### src/rtl/mem_access_sequencer.sv
// mem_access_sequencer: turns load/store decode pulses into a stalled, timed-out memory access with deferred interrupts
module mem_access_sequencer #(
    parameter int NBITS   = 8,
    parameter int TIMEOUT = 15
) (
    input  logic             clock,
    input  logic             reset,
    input  logic             ld,
    input  logic             st,
    input  logic [NBITS-1:0] addr,
    input  logic [NBITS-1:0] wdata,
    output logic             MemRead,
    output logic             MemWrite,
    output logic [NBITS-1:0] mem_addr,
    output logic [NBITS-1:0] mem_wdata,
    input  logic             busy,
    input  logic [NBITS-1:0] mem_rdata,
    output logic             stall,
    output logic [NBITS-1:0] rdata,
    output logic             rvalid,
    input  logic             interrupt,
    output logic             irq_take,
    output logic             err
);
    localparam int CW = $clog2(TIMEOUT + 1);

    typedef enum logic [1:0] {IDLE, ISSUE, WAIT, DONE} state_t;

    state_t        state, state_n;
    logic          dir, dir_n;
    logic [CW-1:0] cnt, cnt_n;
    logic          irq_pending;
    logic          start, rd_ok, expired, take;

    assign start   = state == IDLE && (ld ^ st);
    assign rd_ok   = state == WAIT && !busy && dir;
    assign expired = state == WAIT && busy && cnt == CW'(TIMEOUT - 1);
    assign take    = state == IDLE && irq_pending && !ld && !st;
    assign stall   = !reset && ((state == IDLE && (ld || st)) || state == ISSUE || state == WAIT);

    // State, direction and wait-counter register
    always_ff @(posedge clock) begin
        if (reset) begin
            state <= IDLE;
            dir   <= 1'b0;
            cnt   <= '0;
        end else begin
            state <= state_n;
            dir   <= dir_n;
            cnt   <= cnt_n;
        end
    end

    // Next state: the wait counter saturates so a stuck busy can never wrap it
    always_comb begin
        state_n = state;
        dir_n   = dir;
        cnt_n   = cnt;
        unique case (state)
            IDLE: begin
                state_n = start ? ISSUE : IDLE;
                dir_n   = start ? ld : dir;
            end
            ISSUE: begin
                state_n = WAIT;
                cnt_n   = '0;
            end
            WAIT: begin
                state_n = (!busy || expired) ? DONE : WAIT;
                cnt_n   = (busy && cnt != CW'(TIMEOUT)) ? cnt + 1'b1 : cnt;
            end
            DONE: state_n = IDLE;
        endcase
    end

    // Registered outputs, computed from the state being entered so strobes line up with ISSUE/WAIT
    always_ff @(posedge clock) begin
        if (reset) begin
            MemRead     <= 1'b0;
            MemWrite    <= 1'b0;
            mem_addr    <= '0;
            mem_wdata   <= '0;
            rdata       <= '0;
            rvalid      <= 1'b0;
            err         <= 1'b0;
            irq_take    <= 1'b0;
            irq_pending <= 1'b0;
        end else begin
            MemRead     <= (state_n == ISSUE || state_n == WAIT) && dir_n;
            MemWrite    <= (state_n == ISSUE || state_n == WAIT) && !dir_n;
            mem_addr    <= start ? addr : mem_addr;
            mem_wdata   <= (start && st) ? wdata : mem_wdata;
            rdata       <= rd_ok ? mem_rdata : rdata;
            rvalid      <= rd_ok;
            err         <= (state == IDLE && ld && st) || expired;
            irq_take    <= take;
            irq_pending <= interrupt || (irq_pending && !take);
        end
    end
endmodule

### config.mk
export PLATFORM = sky130hd
export DESIGN_NAME = mem_access_sequencer
export DESIGN_NICKNAME = d
export VERILOG_FILES = /design/src/rtl/mem_access_sequencer.sv
export SDC_FILE = /design/constraint.sdc
export NUM_CORES = 1
export LEC_CHECK = 0
export CORE_MARGIN = 2
export CORE_UTILIZATION = 46
export DETAILED_ROUTE_END_ITERATION = 16
export MAX_ROUTING_LAYER = met4
export PLACE_DENSITY = 0.85
export REMOVE_ABC_BUFFERS = 1
export SYNTH_ARGS = -nofsm -noshare
export SYNTH_HDL_FRONTEND = slang
export SYNTH_SLANG_ARGS = --single-unit
### constraint.sdc
create_clock -name clock -period 3.8 [get_ports clock]
set_input_delay 0.76 -clock clock [delete_from_list [all_inputs] [get_ports clock]]
set_output_delay 0.76 -clock clock [all_outputs]
set_load 0.05 [all_outputs]
# After elaboration in Yosys (flattened, before gate mapping)
# Index checks and enable logic that the tools add are counted.
# word_totals
register_bits	37
latchBits	0
ramBits	0
romBits	0
input_bits	30
out_inout_bits	30
wordCells	62
mem_count	0
# classes
addsub	1
n_mul	0
div_mod_pow	0
order_cmp	0
n_eq_ne	8
shifts	0
mux	7
bitwise_logic	1
n_reduce_logical	33
# ops
op	n
$logic_and 1x1->1	17
$pmux 2 s4	1
$pmux 4 s2	1
$logic_or 1x1->1	7
$eq 2x2->1 const B	3
$logic_not 1->1	6
$add 4x1->4 const B	1
$eq 2x1->1 const B	2
$eq 4x4->1 const B	1
$mux 1	4
$mux 4	1
$ne 4x4->1 const B	1
$logic_not 2->1	1
$ne 2x1->1 const B	1
$reduce_and 2->1	1
$reduce_bool 2->1	1
$xor 1x1->1	1

# Longest topological paths before layout
# Gate-level depths: netlist of run 1.
# depth
depth_word	9
mapped_depth	7
depth_no_buf	6

# Least setup slack after synthesis of run 1
# No wires, ideal clock.
# synth_path
path_kind	in2out
from	in reset
to	out stall
t_arrival_ns	1.888
required_ns	3.040
path_slack_ns	1.152
cell_stages	3
n_path_buf	2
cell_sequence	buf_2 buf_1 a21oi_1
# synth_via
elab_chain_cells	2
# synth_lines
element	line	source
start, declared	7	input logic reset,
$logic_not 1->1	39	assign stall = !reset && ((state == IDLE && (ld || st)) || state == ISSUE || state == WAIT);
$logic_and 1x1->1	39	
end, declared	18	output logic stall,
# Every way passes these cells.

# Final worst setup path of run 1
# layout_path
from	in ld
to	out stall
# layout_via
elab_chain_cells	5
# layout_lines
element	line	source
start, declared	8	input logic ld,
$logic_or 1x1->1	39	
$logic_and 1x1->1	39	
$logic_or 1x1->1 (2 in a row)	39	
$logic_and 1x1->1	39	
# Every way passes these cells.

==> impl.org, run 1 <==
** Setup path
- Kind of end point of the critical path :: output pin
- For the worst setup path, the data arrival time is 2.18 ns.
- Maximum fanout along the worst path :: 5
- Data on the critical path is required at its endpoint by 3.04 ns.
- STA classifies the critical path startpoint as an input pin.
- Flop2flop setup slack :: 2.11 ns
- Critical setup path kind :: input pin to output pin

** Final layout
- 0 antenna diodes ended up in the layout.
- Relative to the synthesized area, the layout overhead comes to 48.0%.
- The finished layout holds 268 standard cells, fillers aside.
- In the final layout, the share of cells above drive strength 1 is 0.0580.
- NumNets Final :: 259

** Worst hold path
- Classification of the worst-slack hold path :: register to register

** Synthesis
- Compound-gate portion of the synthesized area :: 0.0742
- In the post-synthesis netlist, the cell with the most instances is dfxtp_1.
- Count of cell types in the netlist :: 29
- Share of synthesized flip-flops with an asynchronous set or reset :: 0
- Register bit count reported by yosys :: 37
- Fraction of synthesized cell area in xor and xnor cells :: 0.00584
- Register area share after synthesis :: 0.494
- Of the post-synthesis cell area, the dominant cell type holds 0.494.
- Most used flip-flop cell after synthesis :: dfxtp_1
- Synthesized-area fraction occupied by adder cells :: 0.0500
- Ranked by instance count, the synthesized netlist is headed by dfxtp_1 (37), nor2_1 (26), nand2_1 (21).
- Multiplexer fraction of the synthesized cell area :: 0.120
- Ranked by total cell area, the synthesized netlist is headed by dfxtp_1 (49%), mux2i_1 (12%), nor2_1 (6.5%).
- Number of flops mapped to enable cells by yosys :: 0
- By area, the combinational part of the netlist is dominated by simple AND/OR/NAND/NOR gates.
- Synthesis produced around 160 cells.
- Of the total synthesized cell area, the portion taken by AND, OR, NAND and NOR gates is 0.211.
- Post-synthesis instance area :: 1500 sq um
- Per-instance average area after synthesis :: 9.15 sq um
- Of all cell types, the one taking the most synthesized area is dfxtp_1.
- Yosys Warn Count :: 0

** Die
- IO Count :: 60
- Die height :: between 60 and 70 um
- Starting density of the core :: 0.487
- The core region is 3080 sq um.
- Die footprint :: 3730 sq um
- The die is 61.1 um wide.
- The floorplan has 20 rows.

** Clock tree
- Once the clock tree was built, the setup fixing pass inserted 0 buffers.
- Clock edge transition at the registers on the reported setup and hold paths :: 0.11 ns
- The H-tree was split into 2 levels.
- Number of gates resized after CTS :: 0
- Deepest clock path buffer count :: 2
- Counting the buffers created by CTS gives 5.
- Clock tree synthesis found a total of 37 sinks.
- For the worst-skew pair, the clock arrives at the later sink with an insertion delay of 0.35 ns.
- Cts hold-fix bufs :: 0
- Clock tree synthesis selected as its root buffer the cell clkbuf_4.
- Clock tree from TritonCTS :: yes

** Pwr
- Lkg Pwr :: 0.950 nW
- In this run the power density over the cells is 455 nW/um^2.
- Overall Power :: 1.01 mW
- Across the VDD grid, the largest voltage drop is 0.000295 V.

** GRT
- In the global route stage, overall resource usage came out at 0.198.
- Antenna violations before repair :: 0
- The via count of the first global-routing pass came to ~1300.
- Maximum number of pins on one net before global-route repair :: 38
- The first global-routing pass estimated between 5000 and 6000 um of wire.
- After global routing the overflow that remains totals 0.

** Timing
- RSZ-0062 raised after global routing :: false
- In the post-route analysis, the smallest setup slack over all paths is 0.860 ns.
- Headroom to the max-slew limit came out at 0.618.
- Peak clock frequency supported by timing :: 340 MHz
- The clock arrives with 0.00871 ns of skew.
- The final number of hold-violating endpoints is 0.
- For the pin with the worst max-slew slack, the measured transition is about 0.57 ns.
- In the finished design, the share of the clock period the worst path needs comes to 0.774.
- Final setup fails :: 0
- Summed over all failing endpoints, the final setup total negative slack is 0 ns.
- Fin crit period :: between 2 and 3 ns
- The count of final max-slew check failures was 0.

** Placement
- Routability Congestion :: 0.789
- Once placement completed, the tool counted placed cells totaling 260.
- Timing analysis after detailed placement gives a worst setup slack of 0.872 ns.
- In this run the tool buffered the top-level ports with 59 buffer cells.
- Detailed placement finished with a half-perimeter wire length of 2580 um.

** Detailed routing
- After detailed routing, the average wire length per cell comes to 12.5 um.
- Post-route antenna net violation count :: 0
- Total iterations of the first detailed-routing run :: 4
- In the routed layout, each cell is associated on average with a via count of 4.95.
- DRC :: 0
- Vias :: about 1300
- The routed design has 3360 um of wire.
- For this block, the initial DRC count from the detailed router was 46.

** Run
- Max-cap violations in this run came to 0.

** Outcome
- Status :: finished, final reports clean
[where the power goes]
part           leakage [nW]  internal, mW  switching [mW]
clock                0.0552         0.204           0.131
combinational         0.593         0.102           0.150
sequential            0.301         0.412          0.0118
total                 0.950         0.718           0.292
[area by class of cell]
| type | instances | area [sq um] |
|---|---|---|
| Fill cell | 252 | 857 |
| Sequential cell | 37 | 741 |
| Multi-Input combinational cell | 113 | 692 |
| Timing Repair Buffer | 60 | 608 |
| Clock inverter | 3 | 65.1 |
| Tap cell | 44 | 55.1 |
| Clock buffer | 5 | 37.5 |
| Inverter | 6 | 22.5 |
[routing by layer]
metal  up-vias  global-route usage  part of all wire
met5         -                   -                 0
met4         0              0.0466            0.0092
met3         2              0.0756             0.077
met2        47               0.359              0.52
met1       612               0.199              0.40
li1        665                   -                 -
[worst paths after layout]
| path | startpoint | to | depth (start not counted) |
|---|---|---|---|
| setup / recovery | ld | stall | 6 |
| hold / removal | mem_addr[1] | mem_addr[1] | 2 |
| setup reg to reg | state[0] | rdata[7] | 5 |
| hold reg to reg | mem_addr[1] | mem_addr[1] | 2 |
[placed cells by master (no fill, tap or decap)]
cell type / instances
or2_1: 1
a211oi_2: 1
nand2b_1: 1
a21oi_1: 14
o21ai_1: 1
nand3_2: 1
or3_1: 1
buf_4: 1
nand4_1: 1
clkbuf_4: 5
clkinv_2: 1
and3_1: 1
ha_1: 6
o32ai_1: 2
clkdlybuf4s50_1: 58
nand3b_1: 5
nor2b_1: 3
nor3_1: 2
buf_12: 1
mux2i_1: 18
xor2_1: 1
nand3_1: 4
and2_1: 1
a31oi_1: 1
dfxtp_1: 37
nor2_1: 26
nand2_1: 21
nand2_2: 1
inv_1: 6
bufinv_16: 2
[state kept, by name (all words and copies together) (netlist names)]
signal / count
irq_take: 1
dir: 1
MemWrite: 1
err: 1
mem_addr: 8
cnt: 4
rvalid: 1
mem_wdata: 8
MemRead: 1
state: 2
rdata: 8
irq_pending: 1
[logic make-up (layout without fill, tap and decap cells)]
| group | Yosys count | after routing |
|---|---|---|
| adder cells (fa/ha/maj) | 6 | 6 |
| buffers and inverters | 14 | 74 |
| XOR/XNOR | 1 | 1 |
| multiplexers | 18 | 18 |
| AND/OR/NAND/NOR | 69 | 69 |
| AO/OA/AOI/OAI | 19 | 19 |
| flip-flops | 37 | 37 |
[critical path, cell delays in order]
cell             delay (ns)
clkdlybuf4s50_1        0.55
inv_1                  0.09
ha_1                   0.20
nand2b_1               0.14
a21oi_1                0.27
buf_12                 0.18
[through the flow]
stage                      util  hold slack, ns  instance area [sq um]
after global placement    0.688           0.441                   2120
after floorplan               -           0.443                   1460
final                     0.722           0.457                   2220
after global routing      0.722           0.483                   2220
after CTS                 0.722           0.462                   2220
after detailed placement  0.688           0.447                   2120
(Power assumes the default switching activity.)
==> inputs of run 2 (changes only) <==
Settings changed: CORE_UTILIZATION 46 to 42, PLACE_DENSITY 0.85 to 0.79.
Clock period 3.8 ns to 2.9 ns, I/O delays scaled along.
==> impl.org, run 2 (synthesis gave the netlist of run 1 again) <==
** Final layout
- In the layout the commonest cells are clkdlybuf4s50_1 (58), dfxtp_1 (37), nor2_1 (26).
- Compared with the post-synthesis result, the final layout area differs by 48.5%.
- Filler cell count in the final layout :: 285
- Leaving out fill and tap cells, the most frequent cell in the layout is clkdlybuf4s50_1.
- Final Non-Filler Cells :: 270
- NumNets Final :: 259
- Area of all sequential standard cells :: 741 sq um
- Registers with the highest flip-flop counts :: mem_addr x8, mem_wdata x8, rdata x8
- Share of layout cells above drive strength 1 :: 0.0580
- After routing the design area is 2230 sq um.
- In the final layout, the multi-input gates occupy 692 sq um.
- Antenna fix cells :: 0
- For this run, the share of the core covered by cells in the final layout is 0.657.

** Setup path
- Buffers plus inverters on the worst setup path :: 3
- Kind of start point of the critical path :: input pin
- Data arrival, critical path :: 1.97 ns
- The signal on the critical path passes through clkdlybuf4s50_1 -> inv_1 -> ha_1 -> nand2b_1 -> a21oi_1 -> buf_12.
- Critical path's slowest cell :: clkdlybuf4s50_1
- FF-to-FF Start :: state[0]
- STA classifies the critical path endpoint as an output pin.
- Tracing the worst setup path back leads to its startpoint at ld.
- Maximum fanout along the worst path :: 5
- Largest stage delay on the critical path :: 0.56 ns
- Critical path's top delay family :: buffers and inverters
- Critical setup path kind :: input pin to output pin
- Worst EP required :: 2.32 ns

** Placement
- Timing analysis after detailed placement gives a worst setup slack of 0.373 ns.
- Port-buffer cells :: 59
- Detailed placement ended at an HPWL of 2190 um.
- The congestion estimate from routability-driven global placement came to 0.840.
- Once placement completed, the tool counted placed cells totaling 262.
- In this run the cell area measured after placement is 2120 sq um.

** GRT
- GRT busiest layer :: met2
- The number of antenna violations at the first check in global routing was 0.
- Via count of the first global-routing pass :: 1217
- Gr ovfl total :: 0
- For this run, global-route usage on met3 was measured as 0.0651.
- Global-route usage over all layers :: 0.172
- Maximum number of pins on one net before global-route repair :: 38
- Wire length of the first global-routing pass :: 5380 um
- In the global route stage, met1 resource usage came out at 0.208.
- Met2 GRT Util :: 0.266

** Timing
- For the pin with the worst max-slew slack, the measured transition is 0.590 ns.
- After layout, the minimum clock period comes to 2.55 ns.
- The worst path meets setup with 0.350 ns of slack.
- The count of final max-slew check failures came to 0.
- Final setup fails :: 0
- Sum Neg Setup Slack :: 0 ns
- Ratio of final minimum period to clock period :: 0.879
- For this run, the top clock speed supported by timing is ~400 MHz.
- Final Hold Vio Count :: 0
- Worst Clk Skew :: 0.00441 ns
- Setup repair after global routing left no endpoint under its margin.
- Final hold analysis gives a worst-case slack of 0.461 ns.
- Measured against its own limit, the worst slew margin works out to 0.605.

** Die
- The floorplan step set the die height to 63.8 um.
- The die is 63.8 um wide.
- In this run the standard cell core region covers between 3000 and 4000 sq um.
- The die covers 4070 sq um.
- IO Count :: 60
- Row Count :: 21
- For this configuration, the core starts out at a cell density of 0.443.

** Detailed routing
- After detailed routing, the number of remaining DRC violations is 0.
- Post-route antenna net violation count :: 0
- Initial detailed-routing violation count :: between 70 and 80
- Total iterations of the first detailed-routing run :: 5
- Routed wirelength normalized by instance count :: 11.3 um
- Vias :: around 1300
- After detailed routing, the total wire length is 3050 um.
- Avg Vias per Cell :: roughly 4.8

** Clock tree
- Clock sink count :: 37
- Buffers added to address setup during post-CTS repair amount to 0.
- The clock reaches the later pin of the worst-skew pair after roughly 0.34 ns.
- Clock edge transition at the registers on the reported setup and hold paths :: 0.11 ns
- Cts hold-fix bufs :: 0
- Deepest clock path buffer count :: 2
- Clock tree from TritonCTS :: yes
- CTS Root Cell :: clkbuf_4
- The H-tree generated during clock tree synthesis spans 2 levels.
- Gates resized during post-CTS repair numbered 0.
- Clock buffer count from CTS :: 5

** Pwr
- Lkg Pwr :: 0.950 nW
- In this run the power density over the cells is about 600 nW/um^2.
- IR analysis of the VDD net gives a maximum drop of 0.000495 V.
- Total power for the finished layout comes to 1.33 mW.

** Worst hold path
- Hold path startpoint :: mem_addr[6]
- The worst hold path belongs to the class register to register.

** Outcome
- The flow ran to the end, and the final reports show no timing, DRC or antenna violations.

** Run
- The tool flagged a number of max-cap violations equal to 0.
run 2: power breakdown:
group	switching (mW)	internal (mW)	leakage, nW	total (mW)
clock	0.180	0.271	0.0558	0.451
sequential	0.0151	0.540	0.301	0.555
combinational	0.195	0.133	0.593	0.328
run 2: area by class of cell:
cell class / count / area share
Clock buffer: 5 / 0.0169
Clock inverter: 3 / 0.0309
Inverter: 6 / 0.0101
Multi-Input combinational cell: 113 / 0.311
Sequential cell: 37 / 0.333
Tap cell: 46 / 0.0258
Timing Repair Buffer: 60 / 0.273
run 2: per-layer routing:
layer | part of all wire | up-vias
li1 | - | 663
met1 | 0.46 | 574
met2 | 0.44 | 54
met3 | 0.090 | 5
met4 | 0.0098 | 0
met5 | 0 | -
run 2: worst paths after layout:
path                      end  slack, ns  cells after the start
setup / recovery        stall       0.35                      6
hold / removal    mem_addr[6]       0.46                      2
setup reg to reg     rdata[0]       1.21                      5
hold reg to reg   mem_addr[6]       0.46                      2
run 2: worst reg2reg max path, stage by stage, from the launching register on:
cell and delay, ns:
dfxtp_1 0.33, inv_1 0.07, ha_1 0.34, nand3b_1 0.48, mux2i_1 0.29, nor2_1 0.06
